$ cat src/rtl/bli201_biu_pkg.sv
// Shared types for the biu data-port arbiter: requester ids, ownership
// states and the data biu returns for unmapped reads.
package bli201_biu_pkg;

  typedef enum logic {
    M0 = 1'b0,
    M1 = 1'b1
  } req_id_t;

  typedef enum logic [1:0] {
    IDLE     = 2'd0,
    CORE_OWN = 2'd1,
    DMA_OWN  = 2'd2
  } arb_state_t;

  localparam logic [31:0] BIU_UNMAPPED_DATA = 32'hCCCC_CCCC;

endpackage

$ cat src/rtl/biu_dport_rsp.sv
// Data-phase tracker: remembers who owns the read in flight and steers the
// returning biu data to that requester, holding the last value per requester.
module biu_dport_rsp
  import bli201_biu_pkg::*;
(
  input  logic        clk,
  input  logic        rst,
  input  logic        rd_gnt,
  input  req_id_t     gnt_owner,
  input  logic [31:0] drdata,
  output logic        core_rvalid,
  output logic        dma_rvalid,
  output logic [31:0] core_rdata,
  output logic [31:0] dma_rdata
);

  logic        rsp_pending_reg;
  req_id_t     rsp_owner_reg;
  logic [31:0] core_rdata_reg;
  logic [31:0] dma_rdata_reg;
  logic        rsp_live;

  // A read caught by reset is dropped, including during the reset cycle itself.
  assign rsp_live    = rsp_pending_reg & rst;
  assign core_rvalid = rsp_live & (rsp_owner_reg == M0);
  assign dma_rvalid  = rsp_live & (rsp_owner_reg == M1);
  assign core_rdata  = core_rvalid ? drdata : core_rdata_reg;
  assign dma_rdata   = dma_rvalid ? drdata : dma_rdata_reg;

  always_ff @(posedge clk) begin
    if (!rst) begin
      rsp_pending_reg <= 1'b0;
      rsp_owner_reg   <= M0;
      core_rdata_reg  <= '0;
      dma_rdata_reg   <= '0;
    end else begin
      rsp_pending_reg <= rd_gnt;
      if (rd_gnt) rsp_owner_reg <= gnt_owner;
      if (core_rvalid) core_rdata_reg <= drdata;
      if (dma_rvalid) dma_rdata_reg <= drdata;
    end
  end

endmodule

$ cat src/rtl/biu_dport_arb.sv
// Two-requester arbiter (core LSU = M0, DMA/debug loader = M1) for the biu
// data port. Optional perf counters are built when BIU_DPORT_ARB_PERF_EN is defined.
module biu_dport_arb
  import bli201_biu_pkg::*;
#(
  parameter int unsigned DMA_BURST = 4,
  parameter int unsigned CNT_W     = 4
) (
  input  logic        clk,
  input  logic        rst,
  input  logic        core_i_req,
  input  logic [31:0] core_i_addr,
  input  logic [3:0]  core_i_wmask,
  input  logic [31:0] core_i_wdata,
  output logic        core_o_gnt,
  output logic        core_o_rvalid,
  output logic [31:0] core_o_rdata,
  input  logic        dma_i_req,
  input  logic [31:0] dma_i_addr,
  input  logic [3:0]  dma_i_wmask,
  input  logic [31:0] dma_i_wdata,
  output logic        dma_o_gnt,
  output logic        dma_o_rvalid,
  output logic [31:0] dma_o_rdata,
  output logic [31:0] arb_o_daddr,
  output logic [3:0]  arb_o_dwmask,
  output logic [31:0] arb_o_dwdata,
  input  logic [31:0] arb_i_drdata,
  output logic        arb_o_halt
`ifdef BIU_DPORT_ARB_PERF_EN
  ,
  output logic [31:0] arb_o_stall_cnt,
  output logic [31:0] arb_o_dma_cnt
`endif
);

  localparam logic [CNT_W-1:0] BURST_MAX = CNT_W'(DMA_BURST);

  arb_state_t       state_reg, state_next;
  req_id_t          last_win_reg, last_win_next;
  logic [CNT_W-1:0] burst_cnt_reg, burst_cnt_next;
  req_id_t          win;
  logic             any_gnt;

  // Winner selection; nothing is granted while reset is asserted.
  always_comb begin
    win     = M0;
    any_gnt = 1'b0;
    if (rst && (core_i_req || dma_i_req)) begin
      any_gnt = 1'b1;
      if (!dma_i_req)                win = M0;
      else if (!core_i_req)          win = M1;
      else if (state_reg == DMA_OWN) win = (burst_cnt_reg < BURST_MAX) ? M1 : M0;
      else                           win = (last_win_reg == M1) ? M0 : M1;
    end
  end

  always_comb begin
    state_next     = IDLE;
    last_win_next  = last_win_reg;
    burst_cnt_next = '0;
    if (any_gnt) begin
      last_win_next = win;
      if (win == M0) begin
        state_next = CORE_OWN;
      end else begin
        state_next = DMA_OWN;
        // Only grants taken from a waiting core count toward the burst limit.
        if (core_i_req && (burst_cnt_reg != BURST_MAX))
          burst_cnt_next = burst_cnt_reg + 1'b1;
        else
          burst_cnt_next = burst_cnt_reg;
      end
    end
  end

  always_ff @(posedge clk) begin
    if (!rst) begin
      state_reg     <= IDLE;
      last_win_reg  <= M1;
      burst_cnt_reg <= '0;
    end else begin
      state_reg     <= state_next;
      last_win_reg  <= last_win_next;
      burst_cnt_reg <= burst_cnt_next;
    end
  end

  assign core_o_gnt = any_gnt & (win == M0);
  assign dma_o_gnt  = any_gnt & (win == M1);
  assign arb_o_halt = core_i_req & ~core_o_gnt;

  // Idle bus is forced to zero so biu never sees a stray write mask.
  always_comb begin
    arb_o_daddr  = '0;
    arb_o_dwmask = '0;
    arb_o_dwdata = '0;
    if (core_o_gnt) begin
      arb_o_daddr  = core_i_addr;
      arb_o_dwmask = core_i_wmask;
      arb_o_dwdata = core_i_wdata;
    end else if (dma_o_gnt) begin
      arb_o_daddr  = dma_i_addr;
      arb_o_dwmask = dma_i_wmask;
      arb_o_dwdata = dma_i_wdata;
    end
  end

  biu_dport_rsp u_rsp (
    .clk         (clk),
    .rst         (rst),
    .rd_gnt      (any_gnt & (arb_o_dwmask == 4'b0)),
    .gnt_owner   (win),
    .drdata      (arb_i_drdata),
    .core_rvalid (core_o_rvalid),
    .dma_rvalid  (dma_o_rvalid),
    .core_rdata  (core_o_rdata),
    .dma_rdata   (dma_o_rdata)
  );

`ifdef BIU_DPORT_ARB_PERF_EN
  logic [31:0] stall_cnt_reg;
  logic [31:0] dma_cnt_reg;

  always_ff @(posedge clk) begin
    if (!rst) begin
      stall_cnt_reg <= '0;
      dma_cnt_reg   <= '0;
    end else begin
      if (arb_o_halt) stall_cnt_reg <= stall_cnt_reg + 32'd1;
      if (dma_o_gnt)  dma_cnt_reg   <= dma_cnt_reg + 32'd1;
    end
  end

  assign arb_o_stall_cnt = stall_cnt_reg;
  assign arb_o_dma_cnt   = dma_cnt_reg;
`endif

endmodule
$ cat config.mk
export PLATFORM = sky130hd
export DESIGN_NAME = biu_dport_arb
export DESIGN_NICKNAME = d
export VERILOG_FILES = /design/src/rtl/bli201_biu_pkg.sv /design/src/rtl/biu_dport_rsp.sv /design/src/rtl/biu_dport_arb.sv
export SDC_FILE = /design/constraint.sdc
export NUM_CORES = 1
export LEC_CHECK = 0
export ABC_AREA = 0
export CAP_MARGIN = 30
export CORE_MARGIN = 4
export CORE_UTILIZATION = 29
export DETAILED_ROUTE_END_ITERATION = 12
export GPL_TIMING_DRIVEN = 0
export PLACE_DENSITY = 0.77
export RECOVER_POWER = 100
export REMOVE_ABC_BUFFERS = 1
export SLEW_MARGIN = 20
export SYNTH_ARGS = -nofsm -noshare
export SYNTH_HDL_FRONTEND = slang
export SYNTH_SLANG_ARGS = --single-unit
$ cat constraint.sdc
create_clock -name clk -period 2.4 [get_ports clk]
set_clock_uncertainty 0.05 [all_clocks]
set_input_delay 0.72 -clock clk [delete_from_list [all_inputs] [get_ports clk]]
set_output_delay 0.72 -clock clk [all_outputs]
set_load 0.1 [all_outputs]
* Yosys cells after proc, flatten, opt, wreduce, memory -nomap -nowiden
Index checks and enable logic that the tools add are counted.
** Cells by class
- Add/subtract/negate cells :: 1
- Order comparisons :: 1
- Eq/ne operators :: 2
- Muxes and demuxes :: 16
- Bitwise operators :: 10
- Reduce and logical (&&, ||, !) cells :: 6
** Operators with widths (number)
- two-way mux 32 bit :: 6
- two-way mux 4 bit :: 2
- bitwise AND 1 bit :: 7
- two-way mux 1 bit :: 7
- adder 4 x 1 -> 4 bit (second input constant) :: 1
- zero test 4 bit :: 1
- less-than comparator 4 x 3 -> 1 bit (second input constant) :: 1
- != test 4 x 3 -> 1 bit (second input constant) :: 1
- inverter 1 bit :: 3
- AND reduction 3 bit :: 1
- == test 2 bit (second input constant) :: 1
- logical AND 1 bit :: 2
- two-way mux 2 bit :: 1
- AND reduction 2 bit :: 1
- logical OR 1 bit :: 1
** Word-level totals
- Register bits :: 73
- Input bits :: 172
- Output and inout port bits :: 137
- Word-level logic and storage cells :: 43

* Longest topological paths before layout
- Depth in word-level cells :: 11
- Depth in mapped cells :: 7
- Gate-level depth less buffers :: 6

* Hierarchy
A second synthesis with hierarchy kept.
** Unflattened totals
- Cells, all modules :: 493
- Area, all modules :: 4540.6 sq um
** Modules (own cells, without submodules)
- biu_dport_rsp :: instances 1, cells an instance 360, area an instance 3418.3 sq um, sequential area each 1321.3 sq um
- biu_dport_arb :: instances 1, cells an instance 133, area an instance 1122.3 sq um, sequential area each 140.1 sq um

* Worst setup path after synthesis
OpenSTA, ideal clock, no wires.
- Kind :: input to output
- From :: in core_i_req
- To :: out arb_o_dwmask[3]
- Data arrival time :: 3218 ps
- Data required time :: 1630 ps
- Setup slack :: -1588 ps
- Stages :: 4
- Path buffers :: 0
- Cell sequence :: nand3b_1 > o221a_2 > nand2_4 > o21ai_0
** Between the ends
- Longest elaborated chain between the ends :: 6
- Elaborated cells between the ends (all ways) :: 11
- Those cells by class :: 6 x mux; 3 x bitwise; 2 x reduce/logical
** Ends and longest elaborated chain
- start: declaration :: RTL line biu_dport_arb.sv:11 : input logic core_i_req,
- two-way mux 1 bit or logical OR 1 bit (tied branches) :: RTL line biu_dport_arb.sv:52, biu_dport_arb.sv:49
- two-way mux 1 bit or logical AND 1 bit (tied branches) :: RTL line biu_dport_arb.sv:51, biu_dport_arb.sv:49
- two-way mux 1 bit :: RTL line biu_dport_arb.sv:49 : if (rst && (core_i_req || dma_i_req)) begin
- bitwise AND 1 bit or inverter 1 bit (tied branches) :: RTL line biu_dport_arb.sv:90, biu_dport_arb.sv:89
- two-way mux 4 bit or bitwise AND 1 bit (tied branches) :: RTL line biu_dport_arb.sv:102, biu_dport_arb.sv:89
- two-way mux 4 bit * :: RTL line biu_dport_arb.sv:98 : if (core_o_gnt) begin
- end: declaration :: RTL line biu_dport_arb.sv:26 : output logic [3:0] arb_o_dwmask,
Every way passes the cells marked *; elsewhere a longest branch is shown, timed or not.

* Worst setup path after layout
- From :: in dma_i_req
- To :: out arb_o_daddr[28]
** Between the ends
- Longest elaborated chain between the ends :: 6
- Elaborated cells between the ends (all ways) :: 10
- Those cells by class :: 5 x mux; 3 x bitwise; 2 x reduce/logical
** Ends and longest elaborated chain
- start: declaration :: RTL line biu_dport_arb.sv:18 : input logic dma_i_req,
- logical OR 1 bit :: RTL line biu_dport_arb.sv:49
- logical AND 1 bit :: RTL line biu_dport_arb.sv:49
- two-way mux 1 bit :: RTL line biu_dport_arb.sv:49
- bitwise AND 1 bit or inverter 1 bit (tied branches) :: RTL line biu_dport_arb.sv:90, biu_dport_arb.sv:89
- two-way mux 32 bit or bitwise AND 1 bit (tied branches) :: RTL line biu_dport_arb.sv:102, biu_dport_arb.sv:89
- two-way mux 32 bit * :: RTL line biu_dport_arb.sv:98
- end: declaration :: RTL line biu_dport_arb.sv:25 : output logic [31:0] arb_o_daddr,
Marks and branches as above.

==> run metrics <==
crit path DAT=2360 ps; IO Pins=309; CP max FO=8; Post-CTS Hold Buffers=0; CTS tree=built; Max Cap Viol=0; DRT iter0 DRCs=407; filler instances=430; antenna viol nets, final=0; largest family of logic cells by synthesized area=simple AND/OR/NAND/NOR gates; count leader, synth=nand2_1; PortBufs=308; htree depth=3; Yosys top cell area share=39.9%; Synth top cells by count=101 x nand2_1, 73 x dfxtp_1, 66 x a22o_1; Hold Path Depth=2; first-pass GRT wire length=35600 µm; Combinational Power Share=47.3%; Setup Crit Path Kind=input pin to output pin; XOR/XNOR share of the synthesized area=0.717%; fmax=319 MHz; synth warn=0; Worst-path clk slew=60 ps; Final Util=91.3%; number of clock buffers inserted by TritonCTS=9; max-slew violations=0; 1st-pass router iterations=5; unrepaired setup endpoints after global routing=yes; ratio of cells with drive above 1 in the final layout=53.4%; Pint=3.07 mW; Pwr per Cell Area=446 nW/µm²; root buffer cell=clkbuf_16; DP HPWL=13900 µm; sequential power share=25.0%; failing checks=setup timing; CTS Buffer Depth=2; NetSw=1.90 mW; # setup viols final=137; die width=120 µm; Post-Synth Adder-Cell Area=0.683%; number of global-route vias before repair=5623; post-synthesis sequential element count=73; Seq/Total Area, Yosys=39.9%; Initial Util=30.0%; initial antenna violation count=4; flop-to-flop setup slack=320 ps; status=complete, but fails checks; routed wire length per instance=30.9 µm; final wirelength=30100 µm; Sw Ratio=38.2%; Simple-Gate Fraction of Synth Area=24.8%; maximum VDD drop=0.487 mV; fin worst setup slack=-730 ps; core area=12200 µm²; mux contribution to synthesized area=10.1%; average cell area after synthesis=8.75 µm²; Endpoint, Worst Hold=u_rsp.rsp_owner_reg; fin cells=975; nets=973; top_reg_cell synth=dfxtp_1; hold_sp=u_rsp.rsp_owner_reg; HP Class=flip-flop to flip-flop; via count=5342; part of the cycle the worst path needs=130%; pin count of the biggest net entering global routing=27; Die Y=120 µm; dpl cells=874; GRT Total Usage=33.3%; Leak=5.04 nW; Die ar.=14500 µm²; Area contributors post-synth=dfxtp_1 40%, a22o_1 16%, and2_1 11%; Post-synth EDFFs=0; Mapped Cells=419; relative slew slack=61.5%; endpoints failing hold=0; Post-synth ARST share=0%; RR Endpoint=u_rsp.rsp_pending_reg; post-layout minimum cycle time=3130 ps; Worst Setup End Kind=output pin; Yosys top cell by area=dfxtp_1; Req. time, crit path=1630 ps; Synth Area in Compound Gates=18.5%; Worst Tran Pin Value=574 ps; # rows=40; Area Overhead vs Synth=204%; DRC Markers=0; GRT Residual Overflow=0; worst reg2reg path depth=7; Via density=5.48; GP Congestion=0.889; startpoint types=input pin; worst skew pair latency=340 ps; Tot Pwr=4.97 mW; Sink Count=73; Post-Syn Area=3670 µm²; clock network power share=27.6%; Netlist cell types=34; FF-to-FF Start=last_win_reg
==> through the flow <==
stage / setup WS (ps) / hold WS, ps / instance area (µm²) / setup TNS [ps]
finish: -730 / 497 / 11100 / -57810
global route: -748 / 510 / 11100 / -59960
CTS: -645 / 461 / 10100 / -55180
detailed placement: -2560 / 425 / 7030 / -296400
global placement: -5310 / 409 / 6810 / -819960
floorplan: -1930 / 393 / 3510 / -247780
==> logic make-up after synthesis <==
group | count (synthesis)
adders and majority gates | 2
buffers and inverters | 42
AOI/OAI and AO/OA | 79
DFF | 73
xor gates and xnor gates | 3
and+or+nand+nor | 187
muxes | 33
==> critical path, stage by stage <==
cell and delay, ps:
buf_8 100, nor2b_4 110, a221o_2 390, buf_6 140, buf_6 110, nor2_4 160
buf_6 180, a22o_1 240, buf_12 200
==> timing repair <==
| action | 4_1_cts | 5_1_grt |
|---|---|---|
| gates cloned | 20 | 4 |
| pin swaps | 125 | 33 |
| gates resized for setup | 1345 | 212 |
| setup buffers | 43 | 25 |
| endpoints found under the setup margin | 142 | 137 |
==> cells in the final DEF, fill, tap and decap left out, drive strengths merged, types with 3 or more instances in the layout <==
master / n
clkinv: 3
a22o: 66
clkbuf: 16
inv: 14
clkdlybuf4s50: 166
nand2: 102
bufbuf: 4
dfxtp: 73
mux2: 32
nor2: 12
buf: 219
diode: 3
and2: 64
==> power by group through the flow <==
stage / sequential, mW / clock [mW] / combinational, mW
5_1_grt: 1.24 / 1.42 / 2.39
6_report: 1.24 / 1.37 / 2.35
2_1_floorplan: 1.26 / 0 / 0.969
3_5_place_dp: 1.26 / 0 / 1.59
4_1_cts: 1.24 / 1.34 / 2.18
3_3_place_gp: 1.26 / 0 / 1.54
==> layout make-up <==
type / count / area [µm²] / share of cell area, %
timing repair inverter: 5 / 90.1 / 0.808
tap: 168 / 210 / 1.89
inverter: 11 / 76.3 / 0.685
clock inverter: 3 / 40.0 / 0.359
multi-input combinational: 305 / 3260 / 29.3
antenna: 3 / 7.51 / 0.0674
sequential: 73 / 1470 / 13.1
clock buffer: 13 / 250 / 2.25
timing repair buffer: 394 / 5740 / 51.5
==> routing by layer <==
metal	up-vias	track usage [%]	part of all wire [%]
li1	2199	-	-
met1	2628	35.4	33
met2	378	58.9	51
met3	133	12.1	9.2
met4	4	14.8	7.2
met5	-	0	0.090
==> how the worst max path moves through the flow <==
stage                       end  slack [ps]      start  cells past startpoint
2_1_floorplan   arb_o_dwmask[3]       -1930  dma_i_req                      5
3_3_place_gp   core_o_rdata[21]       -5310        rst                      6
3_5_place_dp    arb_o_dwdata[6]       -2560  dma_i_req                      7
4_1_cts         arb_o_dwdata[9]        -640  dma_i_req                      9
5_1_grt         arb_o_daddr[28]        -750  dma_i_req                      9
6_report        arb_o_daddr[28]        -730  dma_i_req                      9
Note: power is estimated with default switching activity, not from simulation.
